===== src/rtl/ram_1p_scrubber.sv =====
// ============================================================================
// Module   : ram_1p_scrubber
// Brief    : Zero-initialises a single-port RAM on request and periodically
//            scrubs it in the background, counting ECC errors reported on
//            reads. Define RAM_SCRUB_WRITEBACK_EN to write corrected data back.
// Revision : 1.0  initial release
// ============================================================================
`default_nettype none

module ram_1p_scrubber #(
  parameter int Depth    = 512,
  parameter int Width    = 32,
  parameter int Interval = 1024,
  localparam int Aw      = (Depth > 1) ? $clog2(Depth) : 1
) (
  input  logic             clk_i,
  input  logic             rst_ni,
  input  logic             init_req_i,
  input  logic             scrub_en_i,
  output logic             req_o,
  output logic             write_o,
  output logic [Aw-1:0]    addr_o,
  output logic [Width-1:0] wdata_o,
  output logic [Width-1:0] wmask_o,
  input  logic             gnt_i,
  input  logic             rvalid_i,
  input  logic [Width-1:0] rdata_i,
  input  logic [1:0]       rerror_i,
  output logic             init_done_o,
  output logic             busy_o,
  output logic [7:0]       corr_cnt_o,
  output logic [7:0]       uncorr_cnt_o,
  output logic             err_valid_o,
  output logic [Aw-1:0]    err_addr_o
);

  localparam logic [2:0] S_IDLE  = 3'd0;
  localparam logic [2:0] S_INIT  = 3'd1;
  localparam logic [2:0] S_RD    = 3'd2;
  localparam logic [2:0] S_RWAIT = 3'd3;
`ifdef RAM_SCRUB_WRITEBACK_EN
  localparam logic [2:0] S_WB    = 3'd4;
`endif
  localparam logic [2:0] S_WAIT  = 3'd5;

  localparam logic [Aw-1:0] AddrLast = Aw'(Depth - 1);
  localparam logic [15:0]   WaitLoad = 16'(Interval - 1);

  logic [2:0]       state_q, state_d;
  logic [Aw-1:0]    init_addr_q, init_addr_d;
  logic [Aw-1:0]    scrub_addr_q, scrub_addr_d;
  logic [15:0]      wait_cnt_q, wait_cnt_d;
  logic             init_pend_q, init_pend_d;
  logic             init_done_q, init_done_d;
  logic [7:0]       corr_cnt_q, corr_cnt_d;
  logic [7:0]       uncorr_cnt_q, uncorr_cnt_d;
  logic             err_valid_q, err_valid_d;
  logic [Aw-1:0]    err_addr_q, err_addr_d;
`ifdef RAM_SCRUB_WRITEBACK_EN
  logic [Width-1:0] wb_data_q, wb_data_d;
`else
  logic             unused_rdata;
  assign unused_rdata = ^rdata_i;
`endif

  logic acc;
  logic go_init;
  logic leave_access;

  assign acc = req_o & gnt_i;

  // State register
  always_ff @(posedge clk_i or negedge rst_ni) begin
    if (!rst_ni) begin
      state_q      <= S_IDLE;
      init_addr_q  <= '0;
      scrub_addr_q <= '0;
      wait_cnt_q   <= '0;
      init_pend_q  <= 1'b0;
      init_done_q  <= 1'b0;
      corr_cnt_q   <= '0;
      uncorr_cnt_q <= '0;
      err_valid_q  <= 1'b0;
      err_addr_q   <= '0;
`ifdef RAM_SCRUB_WRITEBACK_EN
      wb_data_q    <= '0;
`endif
    end else begin
      state_q      <= state_d;
      init_addr_q  <= init_addr_d;
      scrub_addr_q <= scrub_addr_d;
      wait_cnt_q   <= wait_cnt_d;
      init_pend_q  <= init_pend_d;
      init_done_q  <= init_done_d;
      corr_cnt_q   <= corr_cnt_d;
      uncorr_cnt_q <= uncorr_cnt_d;
      err_valid_q  <= err_valid_d;
      err_addr_q   <= err_addr_d;
`ifdef RAM_SCRUB_WRITEBACK_EN
      wb_data_q    <= wb_data_d;
`endif
    end
  end

  // Next-state logic
  always_comb begin
    state_d      = state_q;
    init_addr_d  = init_addr_q;
    scrub_addr_d = scrub_addr_q;
    wait_cnt_d   = wait_cnt_q;
    init_pend_d  = init_pend_q;
    init_done_d  = init_done_q;
    corr_cnt_d   = corr_cnt_q;
    uncorr_cnt_d = uncorr_cnt_q;
    err_valid_d  = 1'b0;
    err_addr_d   = err_addr_q;
`ifdef RAM_SCRUB_WRITEBACK_EN
    wb_data_d    = wb_data_q;
`endif
    go_init      = 1'b0;
    leave_access = 1'b0;

    case (state_q)
      S_IDLE: begin
        if (init_req_i)      go_init = 1'b1;
        else if (scrub_en_i) state_d = S_RD;
      end
      S_INIT: begin
        if (acc) begin
          if (init_addr_q == AddrLast) begin
            init_addr_d = '0;
            init_done_d = 1'b1;
            state_d     = S_IDLE;
          end else begin
            init_addr_d = init_addr_q + Aw'(1);
          end
        end
      end
      S_RD: begin
        // Once accepted the read must complete; an init request is deferred.
        if (acc) begin
          state_d     = S_RWAIT;
          init_pend_d = init_req_i;
        end else if (init_req_i) begin
          go_init = 1'b1;
        end
      end
      S_RWAIT: begin
        if (init_req_i) init_pend_d = 1'b1;
        if (rvalid_i) begin
          if (rerror_i[1]) begin
            err_valid_d = 1'b1;
            err_addr_d  = scrub_addr_q;
            if (uncorr_cnt_q != 8'hFF) uncorr_cnt_d = uncorr_cnt_q + 8'd1;
          end
          if (rerror_i == 2'b01 && corr_cnt_q != 8'hFF) corr_cnt_d = corr_cnt_q + 8'd1;
`ifdef RAM_SCRUB_WRITEBACK_EN
          if (rerror_i == 2'b01) begin
            wb_data_d = rdata_i;
            state_d   = S_WB;
          end else begin
            leave_access = 1'b1;
          end
`else
          leave_access = 1'b1;
`endif
        end
      end
`ifdef RAM_SCRUB_WRITEBACK_EN
      S_WB: begin
        if (init_req_i) init_pend_d = 1'b1;
        if (acc) leave_access = 1'b1;
      end
`endif
      S_WAIT: begin
        if (init_req_i) begin
          go_init = 1'b1;
        end else if (wait_cnt_q == 16'd0) begin
          state_d = scrub_en_i ? S_RD : S_IDLE;
        end else begin
          wait_cnt_d = wait_cnt_q - 16'd1;
        end
      end
      default: state_d = S_IDLE;
    endcase

    if (leave_access) begin
      scrub_addr_d = (scrub_addr_q == AddrLast) ? '0 : scrub_addr_q + Aw'(1);
      if (init_pend_q || init_req_i) begin
        go_init = 1'b1;
      end else begin
        state_d    = S_WAIT;
        wait_cnt_d = WaitLoad;
      end
    end

    if (go_init) begin
      state_d      = S_INIT;
      init_addr_d  = '0;
      init_pend_d  = 1'b0;
      init_done_d  = 1'b0;
      corr_cnt_d   = '0;
      uncorr_cnt_d = '0;
    end
  end

  // Outputs: request fields depend only on registered state, so they hold until accepted.
  always_comb begin
    req_o   = 1'b0;
    write_o = 1'b0;
    addr_o  = '0;
    wdata_o = '0;
    busy_o  = (state_q != S_IDLE) && (state_q != S_WAIT);
    case (state_q)
      S_INIT: begin
        req_o   = 1'b1;
        write_o = 1'b1;
        addr_o  = init_addr_q;
      end
      S_RD: begin
        req_o  = 1'b1;
        addr_o = scrub_addr_q;
      end
`ifdef RAM_SCRUB_WRITEBACK_EN
      S_WB: begin
        req_o   = 1'b1;
        write_o = 1'b1;
        addr_o  = scrub_addr_q;
        wdata_o = wb_data_q;
      end
`endif
      default: ;
    endcase
  end

  assign wmask_o      = '1;
  assign init_done_o  = init_done_q;
  assign corr_cnt_o   = corr_cnt_q;
  assign uncorr_cnt_o = uncorr_cnt_q;
  assign err_valid_o  = err_valid_q;
  assign err_addr_o   = err_addr_q;

endmodule

`default_nettype wire


===== config.mk =====
export PLATFORM = sky130hd
export DESIGN_NAME = ram_1p_scrubber
export DESIGN_NICKNAME = d
export VERILOG_FILES = /design/src/rtl/ram_1p_scrubber.sv
export SDC_FILE = /design/constraint.sdc
export NUM_CORES = 1
export LEC_CHECK = 0
export ABC_AREA = 1
export CORE_AREA = 4 4 114 116
export DETAILED_ROUTE_END_ITERATION = 6
export DIE_AREA = 0 0 118 120
export GPL_ROUTABILITY_DRIVEN = 0
export GPL_TIMING_DRIVEN = 0
export HOLD_SLACK_MARGIN = 0.03
export SYNTH_ARGS = -nofsm -noshare
export SYNTH_HDL_FRONTEND = slang
export SYNTH_SLANG_ARGS = --single-unit

===== constraint.sdc =====
create_clock -name clk_i -period 3.7 [get_ports clk_i]
set_input_delay 0.74 -clock clk_i [delete_from_list [all_inputs] [get_ports clk_i]]
set_output_delay 0.74 -clock clk_i [all_outputs]
set_load 0.01 [all_outputs]

# Yosys cells after proc, flatten, opt, wreduce, memory -nomap -nowiden

Index checks and enable logic that the tools add are counted.

Flip-flop bits (word level): 65
Output and inout bits: 103
Word-level logic and storage cells: 103
Memories: 0
Bits in read-only memories: 0
RAM bits: 0
Latch bits: 0

Muxes and demuxes: 52
Shift operators: 0
Div/mod/pow operators: 0
Bitwise operators: 1
Add/sub/neg operators: 5
Reductions and logical operators: 23
Equality and inequality tests: 12
$mul: 0
$lt $le $gt $ge: 0

Operators by type and width:

| cell                                                                  | count |
|---|---|
| 16-bit two-way mux                                                    | 5 |
| 8-bit two-way mux                                                     | 9 |
| 9-bit two-way mux                                                     | 5 |
| 3-bit two-way mux                                                     | 10 |
| 9-bit by 1-bit adder with 9-bit output, second input constant         | 2 |
| 9-bit equality test, second input constant                            | 2 |
| 1-bit two-way mux                                                     | 18 |
| 9-bit one-hot mux with 2 select lines                                 | 1 |
| 8-bit by 1-bit adder with 8-bit output, second input constant         | 2 |
| 16-bit logical NOT                                                    | 1 |
| 8-bit != test, second input constant                                  | 2 |
| 2-bit nonzero test                                                    | 8 |
| 16-bit by 1-bit subtractor with 16-bit output, second input constant  | 1 |
| 3-bit one-hot mux with 5 select lines                                 | 1 |
| 3-bit AND reduction                                                   | 4 |
| 3-bit != test, second input constant                                  | 3 |
| 3-bit by 2-bit equality test with 1-bit output, second input constant | 2 |
| 3-bit nonzero test                                                    | 2 |
| 1-bit one-hot mux with 2 select lines                                 | 2 |
| 4-bit AND reduction                                                   | 1 |
| 2-bit OR reduction                                                    | 2 |
| 3-bit by 1-bit equality test with 1-bit output, second input constant | 1 |
| 3-bit equality test, second input constant                            | 1 |
| 3-bit logical NOT                                                     | 1 |
| other kinds (6)                                                       | 7 |

# Depth between registers and ports, before layout

Depth after elaboration: 10
Depth in mapped cells: 12
Depth with buffers taken out: 11

# Least setup slack after synthesis

No wires, ideal clock.

Path kind: register to output
From: reg state_q[2]
To: out addr_o[1]
Setup slack: 1,732 ps
Arrival time: 1,228 ps
Path buffers: 1
Cell stages (with the launch flop): 7
Cells stage by stage: dfrtp_1 > nor2_4 > inv_1 > nor2_1 > inv_1 > clkbuf_1 > o21ai_0

Cells in the longest elaborated chain, start to end: 2

RTL lines:

| element                                                                                                                 | line | source |
|---|---|---|
| start, declared                                                                                                         | 49   | `logic [2:0] state_q, state_d;` |
| start signal, assigned                                                                                                  | 89   | `state_q <= state_d;` |
| 3-bit by 2-bit equality test with 1-bit output / 3-bit by 1-bit equality test with 1-bit output (equally long branches) | 214  | `case (state_q)` |
| 9-bit one-hot mux with 2 select lines *                                                                                 | 214  |  |
| end, declared                                                                                                           | 22   | `output logic [Aw-1:0] addr_o,` |

Mark *: on every way between the ends. The rest lies on a longest branch, timed or not.

# Worst setup path in the final report

From: reg state_q[1]
To: out addr_o[1]

Same word-level chain as after synthesis.

==> run metrics <==
status finished, final reports clean; drt first-iter violations 246; most frequent cell after synthesis nand2_1; RSZ-0062 raised after global routing false; Detail Route Antenna Nets 0; DR WL/cell 11.9 um; GRT Overall Usage 13.4%; met1 WL 4140 um; critical path class reg -> out; CTS tree done; FFs w/ async S/R, synth 100%; antenna cell count 0; Critical R2R Capture init_done_o; cell repeated most along the worst path inv_1; vias in the first global route 3448; CP required 2.96 ns; Met2 Routed Length 4830 um; Hold Buf Count CTS 0; first-pass GRT wire length 16000 um; synthesized cell area 0.00408 sq mm; first-pass iteration count of the detailed router 4; Post-route DRC 0; Tcrit/Tclk final 79.9%; Die Width 118 um; largest net degree at the start of global routing 66; top_reg_cell synth dfrtp_1; Die Y 120 um; count of input and output buffers 46; crit path DAT 2.22 ns; Pwr Density 603 mW/mm^2; Reg2Reg Depth 11; Fill cells 1195; fin. max-slew vios 0; Hold Crit Start err_addr_o[0]; Max Cap Viol 0; Max Root-Sink Buffers 2; placed standard-cell area 0.00496 sq mm; Highest Signal Layer met4; Final Instance Area 0.00530 sq mm; Synth area leaders dfrtp_1 40%, buf_4 12%, nand2_1 8.0%; CP cell instances inv_2 -> nor2_4 -> inv_1 -> nor2_1 -> inv_1 -> clkbuf_1 -> o21ai_0 -> clkdlybuf4s50_1; Post-Place Cells 782; initial antenna violation count 0; Hold Crit Endpoint err_addr_o[0]; cell family with most CP delay buffers and inverters; gr ovfl total 0; Unique masters post-synth 36; Core Util, Final 44.5%; routed vias 3499; nets 694; skew final 0.0110 ns; Detail Placement HPWL 7240 um; maximum VDD drop 262 uV; Sum Neg Setup Slack 0 ns; leakage 2.62 nW; row count 40; leading area contributor after synthesis dfrtp_1; Root Driver clkbuf_16; Total Die Area 0.0142 sq mm; Yosys warnings 0; Commonest cells post-synth 87 x nand2_1, 65 x buf_4, 65 x dfrtp_1; Post-CTS Resized 0; CP peak stage delay 0.59 ns; WP buf/inv 5; R2R Setup Slk 1.38 ns; Avg Synthesized Cell Area 7.75 sq um; critical path's slowest cell clkdlybuf4s50_1; Gate Count Post-Synth 527; metal3 WL 424 um; Synth-to-Final Area Change 29.8%; CTS H-tree lvls 3; Post-CTS Setup Inserts 0; #FFs+latches synth 65; TritonCTS Buffers 9; Tightest Pin Transition 0.834 ns; initial core utilization 34.3%; fin cells 798; Sink Count 65; area of the core 0.0119 sq mm; Slew HR 44.4%; vias per cell 4.38; Final setup viols 0; layout cell share with drive strength beyond 1 16.6%; Final Routed Wirelength 9460 um; Clock Pin Slew Worst Setup and Hold Paths 0.06 ns; EDFF count, synth 0; sequential area share after synthesis 39.8%; Clock Latency Late Sink 0.33 ns; Final Hold Vio Count 0; CP max FO 10; Achievable Freq 338 MHz; min Tclk post-route 2.96 ns; Hold Crit Class reg -> reg; Worst Setup End Kind output pin; worst r2r src init_addr_q[1]; I/O Pins 143; Cells on Worst Hold Path 2; Critical Path Start Type flip-flop; post-synth top area share 39.8%
## final cells by class
class,count,area (sq um),share of cell area (%)
inverter,66,253,4.77
clock inverter,6,115,2.17
sequential,65,1630,30.7
tap,147,184,3.47
multi-input combinational,385,1890,35.6
timing repair buffer,46,458,8.64
buffer,73,548,10.3
clock buffer,10,229,4.32
## worst max path at each step
stage / from / endpoint / depth (start not counted)
floorplan: state_q[2] / addr_o[1] / 6
global placement: rst_ni / err_addr_o[5] / 1
detailed placement: state_q[1] / addr_o[1] / 8
CTS: state_q[1] / addr_o[1] / 8
global route: state_q[2] / addr_o[1] / 7
finish: state_q[1] / addr_o[1] / 8
## cell usage in the layout, fill, tap and decap left out, types with 3 or more instances in the layout
| master | n |
|---|---|
| dfrtp_1 | 65 |
| a21oi_1 | 12 |
| nor3_1 | 12 |
| inv_1 | 60 |
| bufinv_16 | 3 |
| nand4_1 | 9 |
| nor2_1 | 57 |
| inv_2 | 4 |
| xnor2_1 | 3 |
| buf_6 | 4 |
| clkbuf_1 | 5 |
| o21ai_1 | 6 |
| nand3_1 | 44 |
| nand2_1 | 87 |
| conb_1 | 64 |
| xor2_1 | 7 |
| nor2_4 | 4 |
| o21ai_0 | 41 |
| clkdlybuf4s50_1 | 45 |
| o22ai_1 | 9 |
| ha_1 | 8 |
| clkbuf_16 | 9 |
| nand2_2 | 5 |
| buf_4 | 66 |
## cells by family after synthesis
logic type                 share of synthesized area, %
AOI/OAI and AO/OA                                  10.5
DFF                                                39.8
other                                             0.184
adders and majority gates                          2.45
xor gates and xnor gates                           2.15
buffers and inverters                              19.6
and+or+nand+nor                                    25.3
## sequential cells by signal (all words and copies together), names as in the netlist, 3 cells and up
name / count
wait_cnt_q: 16
err_addr_o: 9
init_addr_q: 9
scrub_addr_q: 9
corr_cnt_o: 8
uncorr_cnt_o: 8
state_q: 3
## layer usage
layer | global-route usage (%) | vias up
met3 | 3.86 | 8
met4 | 3.15 | 0
met1 | 15.8 | 1606
li1 | - | 1813
met5 | 0 | -
met2 | 24.2 | 72
## stage by stage
stage / worst slack (ns) / power [mW] / hold slack (ns)
2_1_floorplan: 1.73 / 1.80 / 0.444
3_3_place_gp: -0.344 / 2.20 / 0.468
3_5_place_dp: 1.06 / 2.23 / 0.475
4_1_cts: 0.704 / 3.23 / 0.490
5_1_grt: 0.535 / 3.42 / 0.506
6_report: 0.744 / 3.20 / 0.484
## worst reg2reg max path, cell delays in order, from the launching register on
cell and delay [ns]:
dfrtp_1 0.40, ha_1 0.19, nand2_1 0.08, inv_1 0.08, nand4_1 0.09, or2_2 0.30, nor2_1 0.10, ha_1 0.14
clkbuf_1 0.38, inv_1 0.17, o211ai_2 0.21, nand2_1 0.07
## report_power, final
part           switching, mW  total, mW  leakage, nW  internal, mW
combinational          0.653       1.13         1.63         0.478
clock                  0.318      0.980        0.163         0.662
sequential             0.169       1.09        0.827         0.916
total                   1.14       3.20         2.62          2.06
Power figures use the tool's default switching activity.
